$ cat config.mk
export PLATFORM = sky130hd
export DESIGN_NAME = dense_layer_sequencer
export DESIGN_NICKNAME = d
export VERILOG_FILES = /design/src/rtl/dense_layer_sequencer.sv
export SDC_FILE = /design/constraint.sdc
export NUM_CORES = 1
export LEC_CHECK = 0
export ABC_AREA = 0
export CAP_MARGIN = 20
export CORE_ASPECT_RATIO = 1.5
export CORE_MARGIN = 4
export CORE_UTILIZATION = 25
export DETAILED_ROUTE_END_ITERATION = 7
export MAX_ROUTING_LAYER = met4
export PLACE_DENSITY = 0.44
export SLEW_MARGIN = 20
export SYNTH_ARGS = -nofsm -noshare
export SYNTH_HDL_FRONTEND = slang
export SYNTH_SLANG_ARGS = --single-unit
$ cat constraint.sdc
create_clock -name clk -period 11.2 [get_ports clk]
set_input_delay 1.12 -clock clk [delete_from_list [all_inputs] [get_ports clk]]
set_output_delay 1.12 -clock clk [all_outputs]
set_load 0.05 [all_outputs]
$ cat src/rtl/dense_layer_sequencer.sv
// Sequencer for a dense output layer: buffers features, streams weights through one MAC, tracks argmax.
// Optional: define DENSE_SEQ_SAT_EN to saturate every accumulate step instead of wrapping.
module dense_layer_sequencer #(
    parameter int N_IN   = 100,
    parameter int N_OUT  = 2,
    parameter int IN_W   = 8,
    parameter int W_W    = 16,
    parameter int ACC_W  = 32,
    parameter int ADDR_W = 8,
    parameter int CLS_W  = 1
) (
    input  logic                    clk,
    input  logic                    rst,
    input  logic                    start,
    output logic                    busy,
    input  logic                    in_valid,
    output logic                    in_ready,
    input  logic [IN_W-1:0]         in_data,
    output logic                    w_rd_en,
    output logic [ADDR_W-1:0]       w_addr,
    input  logic [W_W-1:0]          w_rd_data,
    output logic                    done,
    output logic [CLS_W-1:0]        class_idx,
    output logic                    class_valid,
    output logic signed [ACC_W-1:0] score_max
);

    localparam int CNT_W  = $clog2(N_IN + 1);
    localparam int PROD_W = IN_W + 1 + W_W;
    localparam int SUM_W  = ((ACC_W > PROD_W) ? ACC_W : PROD_W) + 1;

`ifdef DENSE_SEQ_SAT_EN
    localparam logic signed [SUM_W-1:0] SAT_HI = {{(SUM_W-ACC_W+1){1'b0}}, {(ACC_W-1){1'b1}}};
    localparam logic signed [SUM_W-1:0] SAT_LO = {{(SUM_W-ACC_W+1){1'b1}}, {(ACC_W-1){1'b0}}};
`endif

    typedef enum logic [2:0] {IDLE, LOAD, BIAS, MAC, DRAIN, DONE} state_t;

    state_t                  state_q, state_d;
    logic [CNT_W-1:0]        i_q;
    logic [CLS_W-1:0]        j_q;
    logic [ADDR_W-1:0]       addr_q;
    logic [IN_W-1:0]         feat_q [N_IN];
    logic signed [ACC_W-1:0] acc_q;

    logic signed [IN_W:0]    x_s;
    logic signed [PROD_W-1:0] prod;
    logic signed [SUM_W-1:0] sum_w;
    logic signed [ACC_W-1:0] acc_step;
    logic signed [ACC_W-1:0] bias_fit;

    // Brings a wide intermediate back to accumulator width (clamp or wrap).
    function automatic logic signed [ACC_W-1:0] fit_acc(input logic signed [SUM_W-1:0] v);
`ifdef DENSE_SEQ_SAT_EN
        if (v > SAT_HI)
            return ACC_W'(SAT_HI);
        else if (v < SAT_LO)
            return ACC_W'(SAT_LO);
        else
            return ACC_W'(v);
`else
        return ACC_W'(v);
`endif
    endfunction

    // i_q runs one ahead of the feature paired with the returning ROM word.
    always_comb begin
        x_s      = {1'b0, feat_q[i_q - CNT_W'(1)]};
        prod     = PROD_W'(x_s) * PROD_W'(signed'(w_rd_data));
        sum_w    = SUM_W'(acc_q) + SUM_W'(prod);
        acc_step = fit_acc(sum_w);
        bias_fit = fit_acc(SUM_W'(signed'(w_rd_data)));
    end

    always_comb begin
        state_d  = state_q;
        busy     = (state_q != IDLE);
        in_ready = 1'b0;
        w_rd_en  = 1'b0;
        w_addr   = addr_q;
        done     = 1'b0;
        case (state_q)
            IDLE:  if (start) state_d = LOAD;
            LOAD: begin
                in_ready = 1'b1;
                if (in_valid && int'(i_q) == N_IN - 1) state_d = BIAS;
            end
            BIAS: begin
                w_rd_en = 1'b1;
                w_addr  = ADDR_W'(N_IN * N_OUT + int'(j_q));
                state_d = MAC;
            end
            MAC: begin
                w_rd_en = 1'b1;
                w_addr  = ADDR_W'(int'(j_q) * N_IN + int'(i_q));
                if (int'(i_q) == N_IN - 1) state_d = DRAIN;
            end
            DRAIN: state_d = (int'(j_q) == N_OUT - 1) ? DONE : BIAS;
            DONE: begin
                done    = 1'b1;
                state_d = IDLE;
            end
            default: state_d = IDLE;
        endcase
    end

    always_ff @(posedge clk or posedge rst) begin
        if (rst) begin
            state_q     <= IDLE;
            i_q         <= '0;
            j_q         <= '0;
            addr_q      <= '0;
            score_max   <= '0;
            class_idx   <= '0;
            class_valid <= 1'b0;
        end else begin
            state_q <= state_d;
            if (w_rd_en) addr_q <= w_addr;
            case (state_q)
                IDLE: if (start) begin
                    class_valid <= 1'b0;
                    i_q         <= '0;
                end
                LOAD: if (in_valid) begin
                    i_q <= (int'(i_q) == N_IN - 1) ? '0 : i_q + CNT_W'(1);
                    j_q <= '0;
                end
                BIAS: i_q <= '0;
                MAC:  i_q <= i_q + CNT_W'(1);
                DRAIN: begin
                    // Strict compare keeps the lower index on ties.
                    if (j_q == '0 || acc_step > score_max) begin
                        score_max <= acc_step;
                        class_idx <= j_q;
                    end
                    if (int'(j_q) != N_OUT - 1) j_q <= j_q + CLS_W'(1);
                end
                DONE: class_valid <= 1'b1;
                default: ;
            endcase
        end
    end

    // Datapath storage carries no reset.
    always_ff @(posedge clk) begin
        if (state_q == LOAD && in_valid) feat_q[i_q] <= in_data;
        if (state_q == MAC) acc_q <= (i_q == '0) ? bias_fit : acc_step;
    end

endmodule

# Word level (Yosys, flattened, before mapping)
# Memories as Yosys holds them, arrays and structs flattened.
# Index checks and enable logic that the tools add are counted.
# word_totals
register_bits	85
n_memories	1
in_bits	28
wordCells	65
out_inout_bits	46
mem_bits_rw	800
# mem_list
memory	depth	width	rd	rd_ports_with_merged_regs	wr	line	text
feat_q	100	8	1	0	1	43	logic [IN_W-1:0] feat_q [N_IN];
# op_classes
magnitude_cmp	1
eq_ne	10
muxes	21
n_bitwise	1
addsub	6
n_reduce_logical	15
multipliers	2
# op_table
cell	n
$add 32x25->32	1
$gt 32x32->1	1
$mux 32	1
$pmux 7 s4	1
$mul 9x16->25	1
$mux 7	3
$pmux 8 s2	1
$pmux 3 s5	1
$mux 3	4
$add 8x1->8 const A	1
$add 8x7->8	1
$mux 1	8
$ne 2x2->1 const B	4
$add 7x1->7 const B	1
$eq 7x6->1 const B	1
$logic_not 7->1	1
$sub 7x1->7 const B	1
$eq 3x2->1 const B	2
$eq 3x3->1 const B	2
$mul 1x5->6 const B	1
$reduce_and 2->1	3
$reduce_and 3->1	2
$pmux 1 s2	2
$reduce_bool 2->1	2
9 further kinds	10

# Logic depth before layout (Yosys ltp)
# An unclocked memory read counts as a cell.
# depth
word_depth	7
depth_mapped	47
mapped_depth_nobuf	37

# Least setup slack after synthesis
# OpenSTA, ideal clock, no wires.
# synth_timing
kind	reg2reg
start	register i_q[0]
end	register score_max[0]
synth_period_minus_slack_ps	10914
t_arrival_ps	10790
setup_time_ps	125
n_path_buf	10
t_required_ps	11075
setup_slack_ps	286
path_stages_with_launch	43
path_cell_list	dfrtp_1 > buf_6 > buf_12 > buf_6 > buf_6 > clkbuf_1 > inv_1 > ha_1 > buf_2 > clkbuf_1 > clkbuf_1 > mux4_2 > mux2i_1 > nand2_1 > o211ai_1 > o21ai_1 > mux4_2 > buf_2 > [... 7 more ...] > fa_1 > inv_1 > ha_1 > and3_1 > a221o_1 > a21oi_1 > a211oi_1 > or3_1 > inv_1 > ha_1 > nand4_1 > nor4_1 > a41oi_1 > a21oi_1 > o21ai_0 > a211oi_1 > buf_2 > mux2_2
# synth_between
elab_chain_len	7
# synth_rtl
element	line	text
start, declared	40	logic [CNT_W-1:0] i_q;
start signal, assigned	125	i_q <= (int'(i_q) == N_IN - 1) ? '0 : i_q + CNT_W'(1);
start signal, assigned	129	MAC: i_q <= i_q + CNT_W'(1);
$sub 7x1->7	68	x_s = {1'b0, feat_q[i_q - CNT_W'(1)]};
$mem_v2 100x8	n/a	
$mul 9x16->25	69	prod = PROD_W'(x_s) * PROD_W'(signed'(w_rd_data));
$add 32x25->32	70	sum_w = SUM_W'(acc_q) + SUM_W'(prod);
named net sum_w[31]	48	logic signed [SUM_W-1:0] sum_w;
$gt 32x32->1	132	if (j_q == '0 || acc_step > score_max) begin
$logic_or 1x1->1	132	
$reduce_and 2->1 (no line)	n/a	
end signal, assigned	133	score_max <= acc_step;
end, declared	25	output logic signed [ACC_W-1:0] score_max
# The timed path passes the listed nets, and every way through them passes these cells.
# A chain may end at the register's enable or synchronous reset.

# Worst setup path after layout
# layout_timing
start	register i_q[0]
end	register score_max[12]
# Same word-level chain as after synthesis.

==> impl_metrics.json <==
{
  "synth.avg_cell_area_um2": 16.26,
  "synth_enable_flop_cells": 832,
  "area_of_the_placeable_core_mm2": 0.1674,
  "maxSlewViolCount": 0,
  "yosys_warnings": 0,
  "critical_path_peak_fanout": 20,
  "route.detailed.drc": 0,
  "cts.sink_count": 885,
  "final_period_minus_worst_setup_slack_ns": 10.59,
  "arrival_ns": 11.15,
  "timing_worst_slew_pin_value_ns": 1.161,
  "global_route.usage.total_pct": 13.27,
  "synth-async-reset-ratio_pct": 5.989,
  "critPathLaunchType": "flip-flop",
  "grt_pass1_wl_um": 165900,
  "yosys-mux-area-fraction_pct": 14.65,
  "place_inst": 4849,
  "run_status": "complete, no violations",
  "detailedRoute.firstPassIterationCount": 5,
  "synth_compound_gate_area_share_pct": 3.764,
  "die_width_um": 342.7,
  "tritoncts": "yes",
  "cp_slowest_stage_delay_ns": 0.65,
  "postSynthRegisterBits": 885,
  "combined_area_of_all_synthesized_cells_mm2": 0.04201,
  "max_cap_violations": 0,
  "finish.net_count": 2988,
  "floorplan.rows": 184,
  "dominant_combinational_cell_family_by_area_after_synthesis": "multiplexers",
  "clk_root_buffer_cell": "clkbuf_16",
  "post-route-period-util_pct": 94.60,
  "nFillCells": 16765,
  "critical_path_required_ns": 11.75,
  "timing.slew.headroom_pct": 22.43,
  "finClkSkew_ns": 0.04113,
  "xor_xnor_portion_of_the_synthesized_cell_area_pct": 0.6254,
  "post_synth_and_or_nand_nor_area_fraction_pct": 5.429,
  "largest_net_degree_at_the_start_of_global_routing": 101,
  "clk-insertion-delay-late_ns": 0.70,
  "htree_num_levels": 3,
  "hold_viol": 0,
  "grt_antenna_before_repair": 1,
  "io_pins": 74,
  "vias_cell": 4.374,
  "drt-wirelength-per-cell_um": 22.31,
  "dr_total_vias": 21986,
  "final_cell_area_mm2": 0.04871,
  "cpMostUsedCell": "inv_1",
  "unrepaired_setup_endpoints_after_global_routing": "no",
  "synth_nets": 2848,
  "ant_nets": 0,
  "die_footprint_mm2": 0.1748,
  "post_route_cells_drive_above_1_share_pct": 19.02,
  "postSynthCellCount": 2584,
  "final_setup_violations": 0,
  "grt-ovfl-total": 0,
  "cts_buffers": 88,
  "endpoint_kind": "flip-flop",
  "drtIter0Drc": 1301,
  "area_growth_pct": 15.95,
  "critical-path-slowest-cell": "mux4_2",
  "synthFlopType": "edfxtp_1",
  "totalWireLength_um": 112100,
  "dp_hpwl_um": 75850,
  "timing.fmax_mhz": 94.38,
  "finalWeightedCongestion": 0.8051,
  "cts.clk_slew.worst_paths_ns": 0.07,
  "vertical_extent_of_the_die_um": 510.1,
  "ys_types": 61,
  "clk_path_buf_depth": 3,
  "final_cells": 5026,
  "hold_path.class": "flip-flop to flip-flop",
  "io_buffer_count": 73,
  "first_global_vias": 23945,
  "worstSetupPathType": "flip-flop to flip-flop",
  "synth_fa_ha_area_share_pct": 9.387,
  "synth_sequential_area_ratio_pct": 62.63,
  "post_place_cell_area_mm2": 0.04566,
  "start_util_pct": 25.10,
  "cts_hold_buffers": 0
}
## metal layers
metal  vias to the layer above  share of wire, %  GRT usage (%)
met5                         -                 0              -
li1                       9925                 -              -
met1                     11585                39          14.72
met4                         0               2.0          3.210
met2                       354                56          25.05
met3                       122               3.1          1.703
## synthesized netlist by cell type (all sizes together), types with 18 or more instances
cell type	n	share of area (%)
a21oi	69	0.82
edfxtp	832	59
mux2i	53	1.3
inv	230	2.1
and2	80	1.2
o21ai	57	0.68
nor2	170	1.5
nand2	169	1.5
fa	132	6.3
mux4	208	11
buf	62	1.0
a21o	37	0.66
o211ai	28	0.51
xnor2	18	0.38
clkbuf	48	0.43
dfrtp	53	3.2
nand3	21	0.25
mux2	82	2.2
ha	104	3.1
## worst max-delay path: cells and delay by family, from the launching register on
kind | cells | cell delay (ns)
AOI/OAI and AO/OA | 11 | 2.34
buffers and inverters | 10 | 1.32
adders and majority gates | 8 | 3.43
DFF | 1 | 0.50
muxes | 4 | 1.59
and+or+nand+nor | 5 | 1.24
## layout make-up
class                           instances  area (um2)  share of cell area, %
Tap cell                             2232        2793                  5.733
Antenna cell                            2       5.005                0.01027
Sequential cell                       885       26310                  54.02
Multi-Input combinational cell       1359       14320                  29.40
Clock inverter                         53       470.5                 0.9657
Inverter                              230       863.3                  1.772
Clock buffer                          105        2350                  4.824
Timing Repair Buffer                  160        1599                  3.282
## cell usage in the layout, fill, tap and decap left out, types with 7 or more instances in the layout
master / Yosys / routed
nand2_1: 168 / 168
mux4_2: 204 / 204
xnor2_1: 18 / 16
nor3_1: 8 / 8
dfrtp_1: 53 / 52
nand4_1: 8 / 8
edfxtp_1: 832 / 832
clkbuf_1: 48 / 12
clkbuf_16: 0 / 91
nor2_1: 170 / 169
mux2i_1: 53 / 53
a21oi_1: 69 / 67
o21ai_0: 49 / 49
clkdlybuf4s50_1: 0 / 65
xor2_1: 12 / 11
clkinv_2: 0 / 19
clkinv_1: 0 / 20
a21o_1: 37 / 37
buf_4: 8 / 74
inv_1: 229 / 228
and2_1: 80 / 80
nor2b_1: 13 / 13
o211ai_1: 27 / 27
buf_12: 2 / 16
mux2_2: 82 / 82
fa_1: 132 / 131
ha_1: 104 / 103
nand2b_1: 8 / 8
and3_1: 8 / 8
nand3_1: 21 / 21
o21ai_1: 8 / 7
## state kept, by name (all words and copies together), names as in the netlist
name / cells
acc_q: 32
addr_q: 8
state_q: 3
i_q: 7
class_idx: 1
class_valid: 1
score_max: 32
feat_q: 800
j_q: 1
## cell families after synthesis
family                     count (synthesis)
and+or+nand+nor                          503
buffers and inverters                    340
adders and majority gates                236
xor gates and xnor gates                  30
DFF                                      885
muxes                                    343
AOI/OAI and AO/OA                        247
## timing repair
action	CTS	global route
setup buffers	0	16
gates resized for setup	2	9
pin swaps	0	1
setup endpoints to repair	32	32
## per-stage QoR
step | hold slack (ns) | TNS (ns) | worst slack, ns | util [%]
2_1_floorplan | 0.4387 | 0 | 0.2857 | -
3_3_place_gp | 0.4544 | -5.278 | -0.1886 | 27.28
3_5_place_dp | 0.4605 | -5.214 | -0.1886 | 27.28
4_1_cts | 0.4739 | 0 | 0.1327 | 28.97
5_1_grt | 0.4972 | 0 | 0.02261 | 29.10
6_report | 0.4735 | 0 | 0.6050 | 29.11
## path summary, 6_finish.rpt
check / startpoint / to / slack [ns] / depth (start not counted)
setup / recovery: i_q[0] / score_max[12] / 0.61 / 38
hold / removal: addr_q[4] / addr_q[4] / 0.47 / 2
setup reg to reg: i_q[0] / score_max[12] / 0.61 / 38
hold reg to reg: addr_q[4] / addr_q[4] / 0.47 / 2
max in group asynchronous: rst / i_q[0] / 9.63 / 3
min in group asynchronous: rst / score_max[27] / 0.96 / 3
Power is left out: the tool's default activity adds up to more than one toggle a clock period on the data nets, which glitch-free logic cannot reach.
